--- config.mk ---
export PLATFORM = sky130hd
export DESIGN_NAME = hash_nonce_scheduler
export DESIGN_NICKNAME = d
export VERILOG_FILES = /design/src/rtl/hash_nonce_scheduler.sv
export SDC_FILE = /design/constraint.sdc
export NUM_CORES = 1
export LEC_CHECK = 0
export ABC_AREA = 1
export ABC_CLOCK_PERIOD_IN_PS = 1950
export BUFFER_PORTS_ARGS = -buffer_cell sky130_fd_sc_hd__buf_4
export CAP_MARGIN = 20
export CORE_ASPECT_RATIO = 1.4
export CORE_MARGIN = 2
export CORE_UTILIZATION = 50
export DETAILED_ROUTE_END_ITERATION = 16
export PLACE_DENSITY = 0.72
export SKIP_LAST_GASP = 1
export SYNTH_ARGS = -nofsm -noshare
export SYNTH_HDL_FRONTEND = slang
export SYNTH_SLANG_ARGS = --single-unit
--- constraint.sdc ---
create_clock -name clk -period 1.95 [get_ports clk]
set_input_delay 0.0975 -clock clk [delete_from_list [all_inputs] [get_ports clk]]
set_output_delay 0.0975 -clock clk [all_outputs]
set_load 0.01 [all_outputs]
--- src/rtl/hash_nonce_scheduler.sv ---
// hash_nonce_scheduler
//   Runs a nonce search on the micro_ucr_hash core. It presents 12 header bytes
//   plus a 4-byte nonce to the core and waits HASH_LAT cycles. It then compares
//   hash bytes 0 and 1 against the target and moves to the next nonce until a
//   hit occurs or the nonce reaches 32'hFFFFFFFF.
//   Optional feature macro: HASH_SCHED_LIMIT_EN. When it is defined, the search
//   also stops after MAX_TRIES attempts.
module hash_nonce_scheduler #(
    parameter int unsigned HASH_LAT  = 3,
    parameter int unsigned MAX_TRIES = 256
) (
    input  logic         clk,
    input  logic         reset,
    input  logic         start,
    input  logic         abort,
    input  logic [95:0]  header,
    input  logic [31:0]  nonce_start,
    input  logic [7:0]   target,
    input  logic [7:0]   hash_array0,
    input  logic [7:0]   hash_array1,
    input  logic [7:0]   hash_array2,
    output logic [127:0] core_data,
    output logic         busy,
    output logic         done,
    output logic         found,
    output logic [31:0]  nonce_out,
    output logic [23:0]  hash_out,
    output logic [31:0]  attempts
);

    localparam int unsigned      CNT_W     = (HASH_LAT > 1) ? $clog2(HASH_LAT) : 1;
    localparam logic [CNT_W-1:0] CNT_LAST  = CNT_W'(HASH_LAT - 1);
    localparam logic [31:0]      TRY_LIMIT = 32'(MAX_TRIES);
`ifdef HASH_SCHED_LIMIT_EN
    localparam bit LIMIT_EN = 1'b1;
`else
    localparam bit LIMIT_EN = 1'b0;
`endif

    typedef enum logic [2:0] {S_IDLE, S_LOAD, S_WAIT, S_CHECK, S_DONE} state_e;

    state_e             state_q, state_d;
    logic [CNT_W-1:0]   cnt_q, cnt_d;
    logic [31:0]        nonce_q, nonce_d;
    logic [95:0]        header_q, header_d;
    logic [7:0]         target_q, target_d;
    logic [127:0]       core_data_q, core_data_d;
    logic               found_q, found_d;
    logic [31:0]        nonce_out_q, nonce_out_d;
    logic [23:0]        hash_out_q, hash_out_d;
    logic [31:0]        attempts_q, attempts_d;

    logic               start_ok;
    logic               hit;
    logic [31:0]        attempts_inc;
    logic               limit_hit;

    // Attempt counter must never roll over to 0 on very long searches.
    function automatic logic [31:0] sat_inc32(input logic [31:0] v);
        return (v == 32'hFFFF_FFFF) ? v : v + 32'd1;
    endfunction

    // Core bytes 12..15 carry the nonce MSB first, so byte 12 (the lowest
    // byte lane of this slice) holds nonce[31:24].
    function automatic logic [31:0] nonce_lanes(input logic [31:0] n);
        return {n[7:0], n[15:8], n[23:16], n[31:24]};
    endfunction

    assign start_ok     = start && (state_q == S_IDLE || state_q == S_DONE);
    assign hit          = (hash_array0 < target_q) && (hash_array1 < target_q);
    assign attempts_inc = sat_inc32(attempts_q);
    assign limit_hit    = LIMIT_EN && (attempts_inc >= TRY_LIMIT);

    // State and datapath registers; async reset clears everything, outputs included.
    always_ff @(posedge clk or negedge reset) begin
        if (!reset) begin
            state_q     <= S_IDLE;
            cnt_q       <= '0;
            nonce_q     <= '0;
            header_q    <= '0;
            target_q    <= '0;
            core_data_q <= '0;
            found_q     <= 1'b0;
            nonce_out_q <= '0;
            hash_out_q  <= '0;
            attempts_q  <= '0;
        end else begin
            state_q     <= state_d;
            cnt_q       <= cnt_d;
            nonce_q     <= nonce_d;
            header_q    <= header_d;
            target_q    <= target_d;
            core_data_q <= core_data_d;
            found_q     <= found_d;
            nonce_out_q <= nonce_out_d;
            hash_out_q  <= hash_out_d;
            attempts_q  <= attempts_d;
        end
    end

    // Next-state logic; abort overrides both start and a CHECK result.
    always_comb begin
        state_d     = state_q;
        cnt_d       = cnt_q;
        nonce_d     = nonce_q;
        header_d    = header_q;
        target_d    = target_q;
        core_data_d = core_data_q;
        found_d     = found_q;
        nonce_out_d = nonce_out_q;
        hash_out_d  = hash_out_q;
        attempts_d  = attempts_q;

        if (abort) begin
            state_d = S_IDLE;
            found_d = 1'b0;
        end else if (start_ok) begin
            header_d   = header;
            target_d   = target;
            nonce_d    = nonce_start;
            attempts_d = '0;
            found_d    = 1'b0;
            state_d    = S_LOAD;
        end else begin
            case (state_q)
                S_LOAD: begin
                    core_data_d = {nonce_lanes(nonce_q), header_q};
                    cnt_d       = '0;
                    state_d     = S_WAIT;
                end
                S_WAIT: begin
                    cnt_d = cnt_q + CNT_W'(1);
                    if (cnt_q == CNT_LAST) state_d = S_CHECK;
                end
                S_CHECK: begin
                    // Report every checked nonce so an exhausted search shows the last one.
                    attempts_d  = attempts_inc;
                    nonce_out_d = nonce_q;
                    hash_out_d  = {hash_array2, hash_array1, hash_array0};
                    if (hit) begin
                        found_d = 1'b1;
                        state_d = S_DONE;
                    end else if (nonce_q == 32'hFFFF_FFFF || limit_hit) begin
                        state_d = S_DONE;
                    end else begin
                        nonce_d = nonce_q + 32'd1;
                        state_d = S_LOAD;
                    end
                end
                default: ;
            endcase
        end
    end

    assign core_data = core_data_q;
    assign busy      = (state_q == S_LOAD) || (state_q == S_WAIT) || (state_q == S_CHECK);
    assign done      = (state_q == S_DONE);
    assign found     = found_q;
    assign nonce_out = nonce_out_q;
    assign hash_out  = hash_out_q;
    assign attempts  = attempts_q;

endmodule

==> results of run 1 <==
## power by group through the flow
stage / sequential [W] / clock, W / combinational (W)
final: 0.0122 / 0.00707 / 0.0108
after detailed placement: 0.0122 / 0 / 0.00999
after CTS: 0.0121 / 0.00717 / 0.0103
after global placement: 0.0121 / 0 / 0.00970
after floorplan: 0.0127 / 0 / 0.00431
after global routing: 0.0125 / 0.00748 / 0.0119
## cells in the final DEF (no fill, tap or decap), types with 5 or more instances in the layout
| cell | count |
|---|---|
| sky130_fd_sc_hd__nand3_1 | 89 |
| sky130_fd_sc_hd__inv_1 | 197 |
| sky130_fd_sc_hd__nand2_2 | 19 |
| sky130_fd_sc_hd__clkbuf_16 | 40 |
| sky130_fd_sc_hd__nand2_1 | 582 |
| sky130_fd_sc_hd__clkbuf_1 | 5 |
| sky130_fd_sc_hd__nor2_2 | 6 |
| sky130_fd_sc_hd__dlygate4sd3_1 | 162 |
| sky130_fd_sc_hd__clkinv_2 | 7 |
| sky130_fd_sc_hd__xor2_1 | 9 |
| sky130_fd_sc_hd__nor2_1 | 205 |
| sky130_fd_sc_hd__inv_2 | 8 |
| sky130_fd_sc_hd__o21ai_1 | 65 |
| sky130_fd_sc_hd__dfrtp_1 | 358 |
| sky130_fd_sc_hd__clkbuf_8 | 7 |
| sky130_fd_sc_hd__or2_2 | 5 |
| sky130_fd_sc_hd__a21oi_1 | 109 |
| sky130_fd_sc_hd__nand4_1 | 7 |
| sky130_fd_sc_hd__nor3_1 | 14 |
| sky130_fd_sc_hd__buf_12 | 15 |
| sky130_fd_sc_hd__nand3_2 | 11 |
| sky130_fd_sc_hd__o21ai_0 | 150 |
| sky130_fd_sc_hd__buf_4 | 424 |
| sky130_fd_sc_hd__ha_1 | 14 |
| sky130_fd_sc_hd__a31oi_1 | 5 |
| sky130_fd_sc_hd__diode_2 | 6 |
## metal layers
layer | wire length [µm] | vias to the layer above | GRT usage
met5 | 0 | - | 0
met4 | 3233 | 0 | 0.1557
met3 | 3952 | 194 | 0.06847
met2 | 26070 | 676 | 0.5206
met1 | 18960 | 7322 | 0.3509
li1 | - | 7340 | -
## kinds of logic (layout without fill, tap and decap cells)
kind of cell	after synthesis	in the layout	share of synthesized area
flops	358	358	0.5582
simple gates	953	956	0.2403
compound gates	331	331	0.1039
xor+xnor	12	12	0.006549
mux	2	2	0.001403
fa+ha+maj	17	17	0.01325
other cells	0	6	0
buf+inv	293	881	0.07647
## worst max path at each step
stage	from	end	slack, ns
2_1_floorplan	target_q[7]$_DFFE_PN0P_	nonce_q[11]$_DFFE_PN0P_	0.27
3_3_place_gp	target_q[7]$_DFFE_PN0P_	nonce_q[17]$_DFFE_PN0P_	0.07
3_5_place_dp	target_q[7]$_DFFE_PN0P_	nonce_q[25]$_DFFE_PN0P_	-0.03
4_1_cts	target_q[7]$_DFFE_PN0P_	nonce_q[29]$_DFFE_PN0P_	0.03
5_1_grt	target_q[6]$_DFFE_PN0P_	nonce_q[30]$_DFFE_PN0P_	-0.16
6_report	target_q[6]$_DFFE_PN0P_	nonce_q[16]$_DFFE_PN0P_	-0.07
## per-stage QoR
stage	TNS [ns]	util	setup WS (ns)	instances
global route	-4.211	0.7216	-0.1560	2957
CTS	0	0.7100	0.03032	2939
floorplan	0	-	0.2656	1966
detailed placement	-0.3615	0.6202	-0.02679	2712
global placement	0	0.6202	0.06994	2712
finish	-1.306	0.7217	-0.06782	2958
## sequential cells by signal (all words and copies together) (netlist names)
name       cells
core_data    128
target_q       8
hash_out      24
found          1
header_q      96
state_q        3
nonce_out     32
nonce_q       32
cnt_q          2
attempts      32
## repair_timing
item,CTS,global route
hold endpoints to repair,399,0
pin swaps,1,26
hold buffers,162,0
cloned,0,7
setup endpoints to repair,32,60
setup buffers,0,6
resized for setup,3,42
## worst reg2reg max path, cell delays in order (launching register included)
cell and delay [ns]:
sky130_fd_sc_hd__dfrtp_1 0.36, sky130_fd_sc_hd__inv_1 0.12, sky130_fd_sc_hd__ha_1 0.26, sky130_fd_sc_hd__nand2_1 0.12, sky130_fd_sc_hd__inv_1 0.06, sky130_fd_sc_hd__nand2_1 0.06, sky130_fd_sc_hd__nand3_1 0.08, sky130_fd_sc_hd__nor2_1 0.14
sky130_fd_sc_hd__nand3_2 0.14, sky130_fd_sc_hd__nand3_4 0.14, sky130_fd_sc_hd__buf_12 0.15, sky130_fd_sc_hd__clkbuf_16 0.17, sky130_fd_sc_hd__nand3_1 0.08, sky130_fd_sc_hd__nand2_1 0.08
## final cells by class
class | instances | share of cell area
antenna | 6 | 0.0006584
clock buffer | 49 | 0.04565
clock inverter | 16 | 0.006748
inverter | 205 | 0.03374
multi-input combinational | 1318 | 0.2671
sequential | 358 | 0.3928
tap | 395 | 0.02167
timing repair buffer | 611 | 0.2316
==> flow_summary.ini, run 1 <==
[status]
run_status = complete, but fails checks
failed_checks = setup timing

[final_layout]
ff_latch_area_um2 = 8959
area_taken_by_multi_input_logic_gates_um2 = 6091
drive_above_1_share = 0.2257
layout.nets = 2712
final_area_um2 = 22810
fillerInstances = 2348
syn2layout_area_growth_pct = 42.09

[sta]
report.final.setup_viol = 32
skew_ns = 0.02078
post-route-period-util = 1.035
slew-limit-headroom = 0.6487
grt_setup_unrepaired = true
fmax_ghz = 0.4956
whs_ns = 0.04212
crit_path_setup_slack_layout_ns = -0.06782
timing_worst_slew_pin_value_ns = 0.5270
timing.final.hold_violations = 0
min_period_ns = 2.018
drv_slew = 0

[synth]
yosysSeqAreaShare = 0.5582
avgSynthCellArea_um2 = 8.164
synth-async-reset-ratio = 1.000
synth_top_area_frac = 0.5582
synth_top_flop_cell = sky130_fd_sc_hd__dfrtp_1
synthTopCellsByArea = sky130_fd_sc_hd__dfrtp_1 56%, sky130_fd_sc_hd__nand2_1 14%, sky130_fd_sc_hd__nor2_1 4.8%
syn_area_um2 = 16050
yosys_warnings = 0
netlist_top_cells_count = 598 x sky130_fd_sc_hd__nand2_1, 358 x sky130_fd_sc_hd__dfrtp_1, 207 x sky130_fd_sc_hd__nor2_1
yosys.area.top_type = sky130_fd_sc_hd__dfrtp_1
synth_cells = 1966
netlist-cell-type-count = 33
synth.ff_latch_count = 358
synth.net_count = 2147
number_of_enable_type_register_cells_in_the_synthesized_netlist = 0
synth_most_common_cell = sky130_fd_sc_hd__nand2_1

[power_and_ir_drop]
power-per-cell-area_nw_per_um2 = 1318
ir_worst_vdd_mv = 0.9071
cellLeakagePower_nw = 11.62
p_clk_frac = 0.235
p_seq_frac = 0.406
netSwitchingFraction = 0.3633
power.switching_w = 0.01092
totalPowerFinal_w = 0.03005
power.combinational.fraction = 0.358
intPower_w = 0.01913

[critical_path]
start_kind = flip-flop
critical-path-max-stage-delay_ns = 0.36
crit_path_frequent_cell = sky130_fd_sc_hd__nand2_1
cp_slowest_cell = sky130_fd_sc_hd__dfrtp_1
worst_r2r_startpoint = target_q[6]$_DFFE_PN0P_
timing.critical_path.max_delay_family = simple AND/OR/NAND/NOR gates
timing.critical_path.cells = inv_1 -> ha_1 -> nand2_1 -> inv_1 -> nand2_1 -> nand3_1 -> nor2_1 -> nand3_2 -> nand3_4 -> buf_12 -> clkbuf_16 -> nand3_1 -> nand2_1
r2r-end = nonce_q[16]$_DFFE_PN0P_
critPathKind = flip-flop to flip-flop
crit_cells = 13
timing.reg2reg.setup_slack_ns = -0.07
cp.buffers_inverters = 4
r2r_cells = 13
worstPathRequired_ns = 2.41
setup.worst_path.end_class = flip-flop
worstPathMaxFanout = 8
crit_arrival_ns = 2.48

[worst_hold_path]
min_from = nonce_start[13]
whs_path_depth = 5
path_type_of_the_worst_min_delay_path = input port to flip-flop
whs_endpoint = nonce_q[13]$_DFFE_PN0P_

[cts]
numClockSinks = 358
cts.reportedPaths.clkPinSlew_ns = 0.06
cts_htree_levels = 2
max-clock-path-buffers = 3
clk-insertion-delay-late_ns = 0.54
cts_tree = built
cts_inserted_buffers = 37
cts_root_buf = sky130_fd_sc_hd__clkbuf_16

[grt]
grt-ovfl-total = 0
wire_length_of_the_first_global_routing_pass_um = 80770
grt_max_degree = 101
first_global_vias = 15641
antenna_found_initial = 5
grt.total_usage = 0.3021

[route]
detailedRoute.firstIterationViolations = 1054
firstDrtPassIters = 6
detailed_route_wire_length_per_cell_um = 17.65
totalWireLength_um = 52210
routed_via_density = 5.251
ant_nets = 0
drcViolationCount = 0
via_count = 15532

[floorplan]
core_area_um2 = 31600
floorplan.io_pins = 383
initial_util = 0.5079
floorplan.die_area_um2 = 33570
die_height_um = 216.0
die_x_um = 155.4
placement_rows = 77

[job]
maxCapViolations = 0

[placed_design]
dpl_cell_area_um2 = 19600
port-buffer-count = 382
post-dp-hpwl_um = 33610
gp_congestion = 0.9091
Power figures use the tool's default switching activity.
==> run 2, diff against run 1 <==
Settings changed: PLACE_DENSITY 0.72 to 0.75.
==> run 2 against run 1 <==
  * The flow still finishes with violations (setup timing)
  * Sequential power hardly changed
  * Highest routed layer unchanged
  * Non-clock buffer count is 5 higher
  * Sequential cell count stayed put
  * Fmax is 0.48% lower
  * Clock-buffer cell count is 1 lower
==> flow_summary.ini, run 2 (synthesized netlist as in run 1, its figures left out) <==
[status]
run_status = complete, but fails checks
failed_checks = setup timing

[floorplan]
floorplan.io_pins = 383
initial_util = 0.5079
floorplan.die_area_um2 = 33570
die_x_um = 155.4
core_area_um2 = 31600
placement_rows = 77
die_height_um = 216.0

[final_layout]
syn2layout_area_growth_pct = 41.46
layout_commonest_cell = sky130_fd_sc_hd__nand2_1
number_of_flip_flops_in_the_largest_register = 128
drive_above_1_share = 0.2188
layout.nets = 2715
final_util = 0.7185
final_cell_mix = 592 x sky130_fd_sc_hd__nand2_1, 428 x sky130_fd_sc_hd__buf_4, 358 x sky130_fd_sc_hd__dfrtp_1
final_area_um2 = 22710

[route]
firstDrtPassIters = 8
totalWireLength_um = 51990
via_count = 15684
detailedRoute.firstIterationViolations = 919
ant_nets = 0
detailed_route_wire_length_per_cell_um = 17.59
drcViolationCount = 0
routed_via_density = 5.308

[sta]
skew_ns = 0.01142
post-route-period-util = 1.040
report.final.setup_viol = 32
drv_slew = 0
grt_setup_unrepaired = true
totalNegativeSetupSlack_ns = -1.717
slew-limit-headroom = 0.5347
fmax_ghz = 0.4932
timing.final.hold_violations = 0
crit_path_setup_slack_layout_ns = -0.07753
timing_worst_slew_pin_value_ns = 0.6980
min_period_ns = 2.028

[cts]
numClockSinks = 358
cts_tree = built
cts.reportedPaths.clkPinSlew_ns = 0.06
max-clock-path-buffers = 3
clk-insertion-delay-late_ns = 0.53
cts_htree_levels = 2
cts_inserted_buffers = 36
cts_root_buf = sky130_fd_sc_hd__clkbuf_16

[power_and_ir_drop]
totalPowerFinal_w = 0.02964
cellLeakagePower_nw = 11.58
power-per-cell-area_nw_per_um2 = 1305
ir_worst_vdd_mv = 1.286

[critical_path]
critical-path-max-stage-delay_ns = 0.37
cp_slowest_cell = sky130_fd_sc_hd__dfrtp_1
worstPathMaxFanout = 8
worstPathRequired_ns = 2.41
setup.worst_path.end_class = flip-flop
crit_arrival_ns = 2.48
timing.critical_path.cells = inv_2 -> ha_4 -> nand2_2 -> nand2_1 -> nor2_1 -> nand3_1 -> nor2_1 -> nand3_2 -> nand3_4 -> clkbuf_16 -> nand3_1 -> nand2_1
critPathKind = flip-flop to flip-flop
start_kind = flip-flop

[grt]
grt_max_degree = 82
grt.total_usage = 0.3049
first_global_vias = 16017
grt-ovfl-total = 0
antenna_found_initial = 1
wire_length_of_the_first_global_routing_pass_um = 81770

[placed_design]
post-dp-hpwl_um = 33710
port-buffer-count = 382
dpl_cell_area_um2 = 19750
gp_congestion = 0.9450

[job]
maxCapViolations = 0

[worst_hold_path]
path_type_of_the_worst_min_delay_path = input port to async pin
## run 2: changes by cell type in the layout (fill, tap and decap cells not counted), sizes merged
cell,change
buf,+5
bufinv,-1
clkbuf,-2
clkinv,+4
clkinvlp,-1
diode,-5
dlygate4sd3,+1
inv,-3
nand2,-1
## run 2: what timing repair did
action / CTS / global route
endpoints found under the hold margin: 218 / 0
hold buffers: 163 / 0
resized for setup: 0 / 22
endpoints found under the setup margin: 0 / 65
buffers inserted: 0 / 1
## run 2: routing by layer
layer  GRT usage  up-vias  share of wire
met5           0        -              0
li1            -     7323              -
met2      0.5201      717           0.50
met1      0.3575     7437           0.36
met4      0.1664        0          0.062
met3     0.06546      207          0.076
## run 2: worst max-delay path, delay by kind of cell, from the launching register on
family | cells | cell delay (ns)
buffers and inverters | 2 | 0.34
DFF | 1 | 0.37
adders and majority gates | 1 | 0.22
and+or+nand+nor | 9 | 1.04
## run 2: power by group
part | internal [W] | total, W | switching, W
logic | 0.00471 | 0.0107 | 0.00600
clock network | 0.00375 | 0.00670 | 0.00295
registers | 0.0104 | 0.0122 | 0.00186
## run 2: area by class of cell
| cell class | count | area, µm² |
|---|---|---|
| sequential | 358 | 8959 |
| fill | 2247 | 8895 |
| clock buffer | 48 | 996.0 |
| timing repair buffer | 616 | 5349 |
| multi-input combinational | 1317 | 6011 |
| antenna | 1 | 2.502 |
| inverter | 205 | 769.5 |
| tap | 395 | 494.2 |
| clock inverter | 15 | 125.1 |
## run 2: path summary, 6_finish.rpt
check                                             start                         to  slack [ns]  cells past startpoint
worst max-delay path            target_q[7]$_DFFE_PN0P_     nonce_q[3]$_DFFE_PN0P_       -0.08                     12
worst min-delay path                              reset  nonce_out[14]$_DFFE_PN0P_        0.19                      2
worst max register to register  target_q[7]$_DFFE_PN0P_     nonce_q[3]$_DFFE_PN0P_       -0.08                     12
worst min register to register  hash_out[5]$_DFFE_PN0P_    hash_out[5]$_DFFE_PN0P_        0.48                      2
max in group asynchronous                         reset  core_data[88]$_DFFE_PN0P_        1.06                      3
min in group clk                         hash_array2[3]   hash_out[19]$_DFFE_PN0P_        0.32                      4
## run 2: through the flow
stage / hold WS [ns] / setup slack, ns / cells
2_1_floorplan: -0.1981 / 0.2656 / 1966
3_3_place_gp: 0.1438 / 0.1148 / 2722
3_5_place_dp: 0.1482 / 0.02775 / 2722
4_1_cts: 0.1885 / 0.02035 / 2948
5_1_grt: 0.2162 / -0.1798 / 2955
6_report: 0.1855 / -0.07753 / 2955
==> run 3, diff against run 2 <==
Settings changed: CORE_ASPECT_RATIO 1.4 to default, CORE_UTILIZATION 50 to 54, PLACE_DENSITY 0.75 to 0.8.
==> run 3 against run 2 <==
  * The run now ends clean
  * Total power up 3.4%
  * Largest cell class unchanged
  * Register-to-register slack better by 0.15 ns
  * Die area down 7.3%
  * Global-route usage up 3.3 points
  * Worst setup slack better by 0.15 ns
  * Combinational power barely moved
  * Worst hold slack got worse by 0.12 ns
==> flow_summary.ini, run 3 (synthesized netlist as in run 1, its figures left out) <==
[status]
run_status = finished, final reports clean

[grt]
grt-ovfl-total = 0
first_global_vias = 15989
grt.total_usage = 0.3380
wire_length_of_the_first_global_routing_pass_um = 83220
antenna_found_initial = 2
grt_max_degree = 123

[sta]
timing_worst_slew_pin_value_ns = 0.5575
report.final.setup_viol = 0
timing.final.hold_violations = 0
grt_setup_unrepaired = true
fmax_ghz = 0.5339
slew-limit-headroom = 0.6283
drv_slew = 0
post-route-period-util = 0.9605
skew_ns = 0.01602
min_period_ns = 1.873

[cts]
cts.reportedPaths.clkPinSlew_ns = 0.06
cts_tree = built
cts_root_buf = sky130_fd_sc_hd__clkbuf_16
cts_inserted_buffers = 39
numClockSinks = 358
max-clock-path-buffers = 3
cts_htree_levels = 2
clk-insertion-delay-late_ns = 0.53

[power_and_ir_drop]
power-per-cell-area_nw_per_um2 = 1351
power.switching_w = 0.01115
ir_worst_vdd_mv = 1.026
p_seq_frac = 0.401
power.combinational.fraction = 0.354
netSwitchingFraction = 0.3636
intPower_w = 0.01951
p_clk_frac = 0.245
totalPowerFinal_w = 0.03065
cellLeakagePower_nw = 11.58

[placed_design]
post-dp-hpwl_um = 32510
gp_congestion = 0.9417
port-buffer-count = 382

[route]
routed_via_density = 5.402
totalWireLength_um = 53870
via_count = 15914
firstDrtPassIters = 8
drcViolationCount = 0
detailed_route_wire_length_per_cell_um = 18.29
ant_nets = 0
detailedRoute.firstIterationViolations = 1466

[critical_path]
crit_arrival_ns = 2.28
start_kind = flip-flop
setup.worst_path.end_class = flip-flop
critPathKind = flip-flop to flip-flop
worstPathMaxFanout = 8
worstPathRequired_ns = 2.35

[final_layout]
number_of_flip_flops_in_the_largest_register = 128
layout.nets = 2710
syn2layout_area_growth_pct = 41.36
fillerInstances = 1870
final_util = 0.7696
drive_above_1_share = 0.2134
layout_commonest_cell = sky130_fd_sc_hd__nand2_1
final_cell_mix = 597 x sky130_fd_sc_hd__nand2_1, 423 x sky130_fd_sc_hd__buf_4, 358 x sky130_fd_sc_hd__dfrtp_1

[floorplan]
die_height_um = 176.4
initial_util = 0.5444
floorplan.die_area_um2 = 31120
floorplan.io_pins = 383
core_area_um2 = 29480
die_x_um = 176.4
placement_rows = 63

[worst_hold_path]
path_type_of_the_worst_min_delay_path = input port to async pin

[job]
maxCapViolations = 0
-- run 3: cell types whose count changed in the layout (fill, tap and decap cells not counted), moves of 3 or more --
| cell | previous run | this run |
|---|---|---|
| sky130_fd_sc_hd__buf_4 | 428 | 423 |
| sky130_fd_sc_hd__bufinv_16 | 1 | 4 |
| sky130_fd_sc_hd__nand3_2 | 4 | 1 |
| sky130_fd_sc_hd__inv_2 | 8 | 11 |
| sky130_fd_sc_hd__nand2_2 | 10 | 6 |
| sky130_fd_sc_hd__clkbuf_16 | 38 | 42 |
| sky130_fd_sc_hd__inv_1 | 197 | 194 |
| sky130_fd_sc_hd__nand3_1 | 96 | 99 |
| sky130_fd_sc_hd__buf_12 | 20 | 13 |
| sky130_fd_sc_hd__clkinv_2 | 9 | 5 |
| sky130_fd_sc_hd__nand2_1 | 592 | 597 |
-- run 3: final cells by class --
| class | count | area [µm²] | share of cell area |
|---|---|---|---|
| Antenna cell | 2 | 5.005 | 0.0002206 |
| Timing Repair Buffer | 608 | 5234 | 0.2307 |
| Tap cell | 390 | 488.0 | 0.02151 |
| Multi-Input combinational cell | 1317 | 5956 | 0.2625 |
| Clock buffer | 53 | 1089 | 0.04798 |
| Clock inverter | 13 | 190.2 | 0.008382 |
| Inverter | 205 | 769.5 | 0.03391 |
| Sequential cell | 358 | 8959 | 0.3948 |
-- run 3: layer usage --
layer  wire length, µm  up-vias  GRT usage  share of wire
li1                  -     7313          -              -
met1             19970     7610     0.4137           0.37
met2             26620      795     0.5828           0.49
met3              4411      196    0.06288          0.082
met4              2873        0     0.1553          0.053
met5                 0        -          0              0
-- run 3: through the flow --
stage	instance area [µm²]	setup TNS, ns	std cells	setup WS, ns	hold WS (ns)
floorplan	16050	0	1966	0.2656	-0.1981
global placement	19550	0	2704	0.1320	0.03143
detailed placement	19550	0	2704	0.03518	0.03221
CTS	22460	0	2933	0.02273	0.08652
global route	22690	-0.2285	2946	-0.02381	0.08960
finish	22690	0	2946	0.07702	0.06651
-- run 3: timing repair --
item	in CTS	in global routing
setup buffers	0	5
endpoints found under the setup margin	0	57
hold endpoints to repair	521	0
hold buffers	163	0
resized for setup	0	17
-- run 3: worst max-delay path, stage by stage (launching register included) --
cell and delay (ns):
sky130_fd_sc_hd__dfrtp_1 0.35, sky130_fd_sc_hd__inv_2 0.06, sky130_fd_sc_hd__ha_1 0.31, sky130_fd_sc_hd__nand2_1 0.08, sky130_fd_sc_hd__inv_1 0.07, sky130_fd_sc_hd__nand2_1 0.05, sky130_fd_sc_hd__nand2_1 0.07, sky130_fd_sc_hd__nand2_1 0.07
sky130_fd_sc_hd__nand3_2 0.10, sky130_fd_sc_hd__nand3_4 0.13, sky130_fd_sc_hd__buf_6 0.17, sky130_fd_sc_hd__clkbuf_16 0.16, sky130_fd_sc_hd__nand3_1 0.07, sky130_fd_sc_hd__nand2_1 0.06
-- run 3: power by group through the flow --
| stage | registers, W | logic, W | clock network [W] |
|---|---|---|---|
| floorplan | 0.0127 | 0.00431 | 0 |
| global placement | 0.0120 | 0.00971 | 0 |
| detailed placement | 0.0121 | 0.0100 | 0 |
| CTS | 0.0121 | 0.0104 | 0.00755 |
| global route | 0.0126 | 0.0119 | 0.00790 |
| finish | 0.0123 | 0.0109 | 0.00750 |
-- run 3: final timing paths --
check                                          from                          to  slack, ns  depth (start not counted)
max in group asynchronous                     reset    header_q[51]$_DFFE_PN0P_       1.12                          3
max                         target_q[3]$_DFFE_PN0P_     nonce_q[27]$_DFFE_PN0P_       0.08                         13
min reg2reg                hash_out[11]$_DFFE_PN0P_    hash_out[11]$_DFFE_PN0P_       0.47                          2
max reg2reg                 target_q[3]$_DFFE_PN0P_     nonce_q[27]$_DFFE_PN0P_       0.08                         13
min                                           reset  core_data[124]$_DFFE_PN0P_       0.07                          2
min in group clk                     hash_array2[7]    hash_out[23]$_DFFE_PN0P_       0.33                          4
